### config.mk
export PLATFORM = sky130hd
export DESIGN_NAME = lf_adder_pipe_flat
export DESIGN_NICKNAME = d
export VERILOG_FILES = /design/src/rtl/lf_adder_pipe_if.sv /design/src/rtl/lf_adder_pipe.sv /design/src/flat_wrapper.sv
export SDC_FILE = /design/constraint.sdc
export NUM_CORES = 1
export LEC_CHECK = 0
export CAP_MARGIN = 40
export CORE_AREA = 2 2 216 218
export DETAILED_ROUTE_END_ITERATION = 16
export DIE_AREA = 0 0 218 220
export DONT_BUFFER_PORTS = 1
export PLACE_DENSITY = 0.79
export SYNTH_ARGS = -nofsm -noshare
export SYNTH_HDL_FRONTEND = slang
export SYNTH_SLANG_ARGS = --single-unit
### constraint.sdc
create_clock -name clk -period 66.6 [get_ports clk]
set_clock_uncertainty 0.2 [all_clocks]
set_input_delay 9.99 -clock clk [delete_from_list [all_inputs] [get_ports clk]]
set_output_delay 9.99 -clock clk [all_outputs]
set_load 0.01 [all_outputs]
### src/rtl/lf_adder_pipe_if.sv
// Operand-issue / result handshake bundle for the pipelined Ladner-Fischer adder.
// The producer and consumer sides both use the master modport; the adder uses slave.
interface lf_adder_pipe_if #(
  parameter int WIDTH = 64,
  parameter int TAG_W = 4
);
  logic             in_valid;
  logic             in_ready;
  logic [WIDTH-1:0] a;
  logic [WIDTH-1:0] b;
  logic             cin;
  logic             sub;
  logic [TAG_W-1:0] tag_in;
  logic             out_valid;
  logic             out_ready;
  logic [WIDTH-1:0] sum;
  logic             cout;
  logic             ovf;
  logic             zero;
  logic [TAG_W-1:0] tag_out;

  modport master (
    output in_valid, a, b, cin, sub, tag_in, out_ready,
    input  in_ready, out_valid, sum, cout, ovf, zero, tag_out
  );

  modport slave (
    input  in_valid, a, b, cin, sub, tag_in, out_ready,
    output in_ready, out_valid, sum, cout, ovf, zero, tag_out
  );
endinterface

### src/rtl/lf_adder_pipe.sv
// Pipelined Ladner-Fischer prefix adder/subtractor: input rank, g/p rank, S prefix ranks,
// output rank (latency S+2), with a single global advance used for backpressure.
module lf_adder_pipe #(
  parameter int WIDTH            = 64,
  parameter int LEVELS_PER_STAGE = 2,
  parameter int TAG_W            = 4
) (
  input logic            clk,
  input logic            rst,
  lf_adder_pipe_if.slave bus
);
  localparam int N = $clog2(WIDTH);
  localparam int S = (N + LEVELS_PER_STAGE - 1) / LEVELS_PER_STAGE;

  typedef logic [WIDTH-1:0] word_t;

  // One prefix level: bits in the upper half of each 2^(lvl+1) block absorb the top bit of the lower half.
  function automatic logic [2*WIDTH-1:0] lf_level(input word_t g, input word_t pg, input int lvl);
    word_t go;
    word_t po;
    int    j;
    go = g;
    po = pg;
    for (int i = 0; i < WIDTH; i++) begin
      j = ((i >> (lvl + 1)) << (lvl + 1)) + (32'sd1 << lvl) - 32'sd1;
      if (((i >> lvl) & 32'sd1) == 32'sd1) begin
        go[i] = g[i] | (pg[i] & g[j]);
        po[i] = pg[i] & pg[j];
      end else begin
        go[i] = g[i];
        po[i] = pg[i];
      end
    end
    return {go, po};
  endfunction

  function automatic int lvl_end(input int s);
    return (s * LEVELS_PER_STAGE < N) ? s * LEVELS_PER_STAGE : N;
  endfunction

  logic             adv_s;
  logic             in_v_r;
  word_t            a_r;
  word_t            b_r;
  logic             ci_r;
  logic [TAG_W-1:0] tag_r;

  logic             v_r      [0:S];
  word_t            g_r      [0:S];
  word_t            pg_r     [0:S];
  word_t            p_r      [0:S];
  logic             ci_st_r  [0:S];
  logic [TAG_W-1:0] tag_st_r [0:S];

  word_t            p0_s;
  word_t            g_nx_s   [0:S];
  word_t            pg_nx_s  [0:S];
  word_t            sum_s;

  logic             out_valid_r;
  word_t            sum_r;
  logic             cout_r;
  logic             ovf_r;
  logic             zero_r;
  logic [TAG_W-1:0] tag_out_r;

  assign adv_s        = ~out_valid_r | bus.out_ready;
  assign bus.in_ready = adv_s;
  assign bus.out_valid = out_valid_r;
  assign bus.sum      = sum_r;
  assign bus.cout     = cout_r;
  assign bus.ovf      = ovf_r;
  assign bus.zero     = zero_r;
  assign bus.tag_out  = tag_out_r;

  // Bitwise g/p with carry-in folded into bit 0, then the prefix levels of every stage.
  always_comb begin
    word_t gt;
    word_t pt;
    p0_s = a_r ^ b_r;
    gt = a_r & b_r;
    gt[0] = gt[0] | (p0_s[0] & ci_r);
    pt = p0_s;
    g_nx_s[0]  = gt;
    pg_nx_s[0] = pt;
    for (int s = 1; s <= S; s++) begin
      gt = g_r[s-1];
      pt = pg_r[s-1];
      for (int l = (s - 1) * LEVELS_PER_STAGE; l < lvl_end(s); l++) begin
        {gt, pt} = lf_level(gt, pt, l);
      end
      g_nx_s[s]  = gt;
      pg_nx_s[s] = pt;
    end
  end

  // c[0] is the effective carry-in; c[i] is the group generate of bits i-1..0.
  assign sum_s = p_r[S] ^ {g_r[S][WIDTH-2:0], ci_st_r[S]};

  // Whole pipe advances together; bubbles drive zeros onto the result registers.
  always_ff @(posedge clk) begin
    if (rst) begin
      in_v_r      <= 1'b0;
      for (int s = 0; s <= S; s++) begin
        v_r[s] <= 1'b0;
      end
      out_valid_r <= 1'b0;
      sum_r       <= {WIDTH{1'b0}};
      cout_r      <= 1'b0;
      ovf_r       <= 1'b0;
      zero_r      <= 1'b0;
      tag_out_r   <= {TAG_W{1'b0}};
    end else if (adv_s) begin
      in_v_r <= bus.in_valid;
      a_r    <= bus.a;
      b_r    <= bus.b ^ {WIDTH{bus.sub}};
      ci_r   <= bus.sub | bus.cin;
      tag_r  <= bus.tag_in;

      v_r[0]      <= in_v_r;
      g_r[0]      <= g_nx_s[0];
      pg_r[0]     <= pg_nx_s[0];
      p_r[0]      <= p0_s;
      ci_st_r[0]  <= ci_r;
      tag_st_r[0] <= tag_r;
      for (int s = 1; s <= S; s++) begin
        v_r[s]      <= v_r[s-1];
        g_r[s]      <= g_nx_s[s];
        pg_r[s]     <= pg_nx_s[s];
        p_r[s]      <= p_r[s-1];
        ci_st_r[s]  <= ci_st_r[s-1];
        tag_st_r[s] <= tag_st_r[s-1];
      end

      out_valid_r <= v_r[S];
      if (v_r[S]) begin
        sum_r     <= sum_s;
        cout_r    <= g_r[S][WIDTH-1];
        ovf_r     <= g_r[S][WIDTH-1] ^ g_r[S][WIDTH-2];
        zero_r    <= (sum_s == {WIDTH{1'b0}});
        tag_out_r <= tag_st_r[S];
      end else begin
        sum_r     <= {WIDTH{1'b0}};
        cout_r    <= 1'b0;
        ovf_r     <= 1'b0;
        zero_r    <= 1'b0;
        tag_out_r <= {TAG_W{1'b0}};
      end
    end
  end
endmodule

### src/flat_wrapper.sv
// flat-port wrapper written by rule: the top's interface ports become plain ports
module lf_adder_pipe_flat 
#(
  parameter int WIDTH            = 64,
  parameter int LEVELS_PER_STAGE = 2,
  parameter int TAG_W            = 4
)
  (clk, rst, bus_in_valid, bus_a, bus_b, bus_cin, bus_sub, bus_tag_in, bus_out_ready, bus_in_ready, bus_out_valid, bus_sum, bus_cout, bus_ovf, bus_zero, bus_tag_out);
  lf_adder_pipe_if #(.WIDTH(WIDTH), .TAG_W(TAG_W)) bus_i ();
  input logic clk;
  input logic rst;
  input wire logic [$bits(bus_i.in_valid)-1:0] bus_in_valid;
  input wire logic [$bits(bus_i.a)-1:0] bus_a;
  input wire logic [$bits(bus_i.b)-1:0] bus_b;
  input wire logic [$bits(bus_i.cin)-1:0] bus_cin;
  input wire logic [$bits(bus_i.sub)-1:0] bus_sub;
  input wire logic [$bits(bus_i.tag_in)-1:0] bus_tag_in;
  input wire logic [$bits(bus_i.out_ready)-1:0] bus_out_ready;
  output wire logic [$bits(bus_i.in_ready)-1:0] bus_in_ready;
  output wire logic [$bits(bus_i.out_valid)-1:0] bus_out_valid;
  output wire logic [$bits(bus_i.sum)-1:0] bus_sum;
  output wire logic [$bits(bus_i.cout)-1:0] bus_cout;
  output wire logic [$bits(bus_i.ovf)-1:0] bus_ovf;
  output wire logic [$bits(bus_i.zero)-1:0] bus_zero;
  output wire logic [$bits(bus_i.tag_out)-1:0] bus_tag_out;
  assign bus_i.in_valid = bus_in_valid;
  assign bus_i.a = bus_a;
  assign bus_i.b = bus_b;
  assign bus_i.cin = bus_cin;
  assign bus_i.sub = bus_sub;
  assign bus_i.tag_in = bus_tag_in;
  assign bus_i.out_ready = bus_out_ready;
  assign bus_in_ready = bus_i.in_ready;
  assign bus_out_valid = bus_i.out_valid;
  assign bus_sum = bus_i.sum;
  assign bus_cout = bus_i.cout;
  assign bus_ovf = bus_i.ovf;
  assign bus_zero = bus_i.zero;
  assign bus_tag_out = bus_i.tag_out;
  lf_adder_pipe #(.WIDTH(WIDTH), .LEVELS_PER_STAGE(LEVELS_PER_STAGE), .TAG_W(TAG_W)) u_core (.clk(clk), .rst(rst), .bus(bus_i));
endmodule
# [Word level (Yosys, flattened, before mapping)]
# Memory sizes are Yosys's and may differ from the RTL's.
# Cells that the tools add are included.
[word_totals] mem_bits_rw=792 out_inout_bits=73 regBits=206 inputBits=138 word_cells=624 mem_count=6
[classes] bitwise_logic=591 mux=14 n_reduce_logical=2
[mem_list] memory="u_core.g_r" words=4 width=64 read_ports=4 rd_clocked_by_memory_dff=0 wr=4 line="lf_adder_pipe.sv:49" rtl="word_t g_r [0:S];"
[mem_list] memory="u_core.p_r" words=4 width=64 read_ports=4 rd_clocked_by_memory_dff=0 wr=4 line="lf_adder_pipe.sv:51" rtl="word_t p_r [0:S];"
[mem_list] memory="u_core.pg_r" words=4 width=64 read_ports=3 rd_clocked_by_memory_dff=0 wr=4 line="lf_adder_pipe.sv:50" rtl="word_t pg_r [0:S];"
[mem_list] memory="u_core.tag_st_r" words=4 width=4 read_ports=4 rd_clocked_by_memory_dff=0 wr=4 line="lf_adder_pipe.sv:53" rtl="logic [TAG_W-1:0] tag_st_r [0:S];"
[mem_list] memory="u_core.ci_st_r" words=4 width=1 read_ports=4 rd_clocked_by_memory_dff=0 wr=4 line="lf_adder_pipe.sv:52" rtl="logic ci_st_r [0:S];"
[mem_list] memory="u_core.v_r" words=4 width=1 read_ports=4 rd_clocked_by_memory_dff=0 wr=4 line="lf_adder_pipe.sv:48" rtl="logic v_r [0:S];"
[op_table] cell="$and A1 B1 Y1" count=385
[op_table] cell="$or A1 B1 Y1" count=199
[op_table] cell="$xor A64 B64 Y64" count=3
[op_table] cell="$and A64 B64 Y64" count=1
[op_table] cell="$logic_not A64 Y1" count=1
[op_table] cell="$mux W64" count=1
[op_table] cell="$mux W1" count=12
[op_table] cell="$mux W4" count=1
[op_table] cell="$not A1 Y1" count=2
[op_table] cell="$reduce_and A2 Y1" count=1
[op_table] cell="$xor A1 B1 Y1" count=1

# [Logic depth before layout (Yosys ltp)]
[depth] word_depth=6 depth_mapped=8 depth_no_buf=5

# [Least setup slack after synthesis]
# Ideal clock, no wire load.
[synth_path] path_type="input -> register" start="input port bus_out_ready" end="register u_core.sum_r[22], in the netlist u_core.bus.sum[22]" stages=6 setup_ps=59 t_arrival_ps=44122 n_path_buf=2 t_required_ps=66341 path_slack_ps=22219 cell_sequence="nor2b_1 -> nor2_1 -> and2_1 -> buf_2 -> buf_2 -> a22o_1"
[synth_via] elab_chain_cells=1
[synth_lines] element="start: declaration" line="flat_wrapper.sv:18" rtl="input wire logic [$bits(bus_i.out_ready)-1:0] bus_out_ready;"
[synth_lines] element="$or A1 B1 Y1" line="lf_adder_pipe.sv:67" rtl="assign adv_s = ~out_valid_r | bus.out_ready;"
[synth_lines] element="end signal: assignment" line="lf_adder_pipe.sv:108" rtl="sum_r <= {WIDTH{1'b0}};"
[synth_lines] element="end signal: assignment" line="lf_adder_pipe.sv:137" rtl="sum_r <= sum_s;"
[synth_lines] element="end signal: assignment" line="lf_adder_pipe.sv:143" rtl="sum_r <= {WIDTH{1'b0}};"
[synth_lines] element="end: declaration" line="lf_adder_pipe.sv:61" rtl="word_t sum_r;"
# No other way between the ends.
# A chain may end at the register's enable or synchronous reset.

# [Worst setup path after layout]
[layout_path] start="input port bus_out_ready" end="output port bus_in_ready"
[layout_via] elab_chain_cells=1
[layout_lines] element="$or A1 B1 Y1" line="lf_adder_pipe.sv:67"
[layout_lines] element="end: declaration" line="flat_wrapper.sv:19" rtl="output wire logic [$bits(bus_i.in_ready)-1:0] bus_in_ready;"
# No other way between the ends.

==> flow_summary.yaml <==
sta:
  drv_slew: 0
  hold_ws_ns: 0.214
  hold_viol: 0
  finalSetupTns_ns: 0
  slew_headroom: 0.313
  finalCritPeriodShare: 0.314
  setup_violations: 0
  min_period_ns: 20.93
  max_freq_mhz: 47.8
  rsz0062_at_grt: "false"
  tightest_slew_ns: 1.03
grt:
  grt_overflow: 0
  grt_pass1_wl_um: 69400
  grt_pass1_vias: 12500
  grt_max_degree: 185
  antenna_found_initial: 0
  gr-usage-all-layers: 0.196
min_path:
  hp-class: "register to register"
detailed_routing:
  drt_pass1_iterations: 5
  drc_errors: 0
  wl_met3_um: 2780
  vias: 12300
  avgViaCountPerCell: 5.64
  first_iter_violations: 1002
  ant_nets: 0
  wl_per_cell_um: 21.3
  met1_length_um: 18800
  route.met2.wl_um: 23200
  routed.top_layer: "met4"
  totalWireLength_um: 46500
outcome:
  status: "complete, no violations"
worst_setup_path:
  worstPathRequired_ns: 56.41
  critPathKind: "primary input to primary output"
  crit_buf_inv: 2
  cp-start-kind: "primary input"
  critPathMaxStageDelay_ns: 0.51
  cp_max_fo: 56
  end_kind: "primary output"
  path_cells: "nor2b_4, buf_4, inv_2"
  cp.arrival_ns: 10.74
  cpMaxStageDelayCell: "buf_4"
  path_delay_family: "buffers and inverters"
power:
  design_power_total_mw: 1.09
  p_leak_nw: 11.8
  p_per_area_nw_per_um2: 33.7
  ir_drop_uv: 26.0
synthesis:
  synthCells: 1449
  syn-cell-area_um2: 28900
  ys_seq_area_frac: 0.838
  syn_avg_cell_area_um2: 20.0
  synth-seq-cells: 832
  synth_cell_type_count: 25
  yosys_warnings: 0
  synth_nets: 1651
final_layout:
  diodes: 0
  fin_area_um2: 32300
  nNetsFinal: 1716
  drive_above_1_share: 0.0844
  finalCoreUtilization: 0.704
  nFillCells: 2691
  areaGrowthSynthToFinish_pct: 11.7
  layout_commonest_cell: "edfxtp_1"
  final_cell_mix: "edfxtp_1, a21o_1, xor2_1"
clocking:
  cts.sinks: 832
  path_clk_slew_ns: 0.06
  root_buffer: "clkbuf_16"
  cts_tree: "yes"
  htreeDepth: 3
  clockBufferDepth: 3
  cts_hold_buffers: 0
  insertion_delay_ns: 0.61
  cts-resized-gates: 0
  cts_setup_buffers: 0
  cts_buffers: 80
job:
  cap_viol_max_count: 0
placement:
  gp_congestion: 0.761
  port_buffers: 0
  hpwl_um: 29100
  place_area_um2: 29800
floorplan:
  start_util: 0.631
  io_pins: 211
  fp.dieW_um: 218
  coreArea_um2: 45900
  die_h_um: 220
  rows: 79
  die-area_um2: 48000
-- flip-flops by register name, summed over array words and instances, names as in the netlist --
| signal | cells |
|---|---|
| u_core.ci_r | 1 |
| u_core.tag_r | 4 |
| u_core.b_r | 64 |
| u_core.bus.cout | 1 |
| u_core.bus.sum | 64 |
| u_core.pg_r | 110 |
| u_core.g_r | 256 |
| u_core.in_v_r | 1 |
| u_core.bus.ovf | 1 |
| u_core.bus.zero | 1 |
| u_core.v_r | 4 |
| u_core.bus.out_valid | 1 |
| u_core.p_r | 236 |
| u_core.tag_st_r | 16 |
| u_core.a_r | 64 |
| u_core.ci_st_r | 4 |
| u_core.bus.tag_out | 4 |
-- cell families (layout without fill, tap and decap cells) --
kind of cell    count (synthesis)  after routing  share of synthesized area
simple gates                  170            170                     0.0324
compound gates                217            217                     0.0570
xor+xnor                      129            129                     0.0391
flops                         832            832                      0.838
fa+ha+maj                      64             64                     0.0277
buf+inv                        37            164                    0.00549
-- synthesized netlist by cell type --
cell type | count | area (um^2)
inv_2 | 1 | 3.75
a21o_1 | 145 | 1090
nand2_1 | 4 | 15.0
nor2_1 | 56 | 210
nor4_1 | 13 | 81.3
or2_1 | 1 | 6.26
inv_1 | 1 | 3.75
o21ai_2 | 1 | 8.76
dfxtp_1 | 73 | 1460
buf_1 | 1 | 3.75
nand3_1 | 1 | 5.00
a22oi_1 | 52 | 390
xor2_1 | 129 | 1130
edfxtp_1 | 759 | 22800
nor2b_1 | 1 | 6.26
buf_2 | 16 | 80.1
a21oi_1 | 1 | 5.00
and3_1 | 27 | 169
a22o_1 | 18 | 158
ha_1 | 64 | 801
nor4_2 | 3 | 37.5
or4_4 | 1 | 11.3
clkbuf_1 | 18 | 67.6
nand4_1 | 3 | 18.8
and2_1 | 60 | 375
-- final timing paths --
check	from	slack, ns	end	cells after the start
worst min register to register	u_core.p_r[1][30]$_DFFE_PP_	0.21	u_core.p_r[2][30]$_DFFE_PP_	0
worst max-delay path	bus_out_ready	45.67	bus_in_ready	3
worst max register to register	u_core.bus.out_valid$_SDFFE_PP0N_	62.81	u_core.p_r[3][26]$_DFFE_PP_	7
worst min-delay path	u_core.p_r[1][30]$_DFFE_PP_	0.21	u_core.p_r[2][30]$_DFFE_PP_	0
-- metrics by stage --
| step | cells | setup WS (ns) |
|---|---|---|
| after global routing | 2183 | 45.61 |
| after global placement | 2032 | 45.67 |
| after floorplan | 1449 | 22.22 |
| final | 2183 | 45.67 |
| after detailed placement | 2039 | 45.67 |
| after CTS | 2183 | 45.66 |
-- routing by layer --
metal,global-route usage,vias up
met5,0,-
met3,0.0451,90
met2,0.320,370
met4,0.102,0
met1,0.250,6131
li1,-,5726
-- power by group --
group	internal (mW)	switching, mW
Clock	0.247	0.179
Sequential	0.612	0.0142
Combinational	0.0136	0.0233
-- layout make-up --
| class | count | area, um^2 | area share |
|---|---|---|---|
| sequential | 832 | 24300 | 0.751 |
| multi-input combinational | 580 | 4540 | 0.140 |
| clock buffer | 114 | 2210 | 0.0685 |
| tap | 607 | 759 | 0.0235 |
| clock inverter | 30 | 268 | 0.00829 |
| timing repair buffer | 18 | 268 | 0.00829 |
| inverter | 2 | 7.51 | 0.000232 |
(Power assumes the default switching activity.)
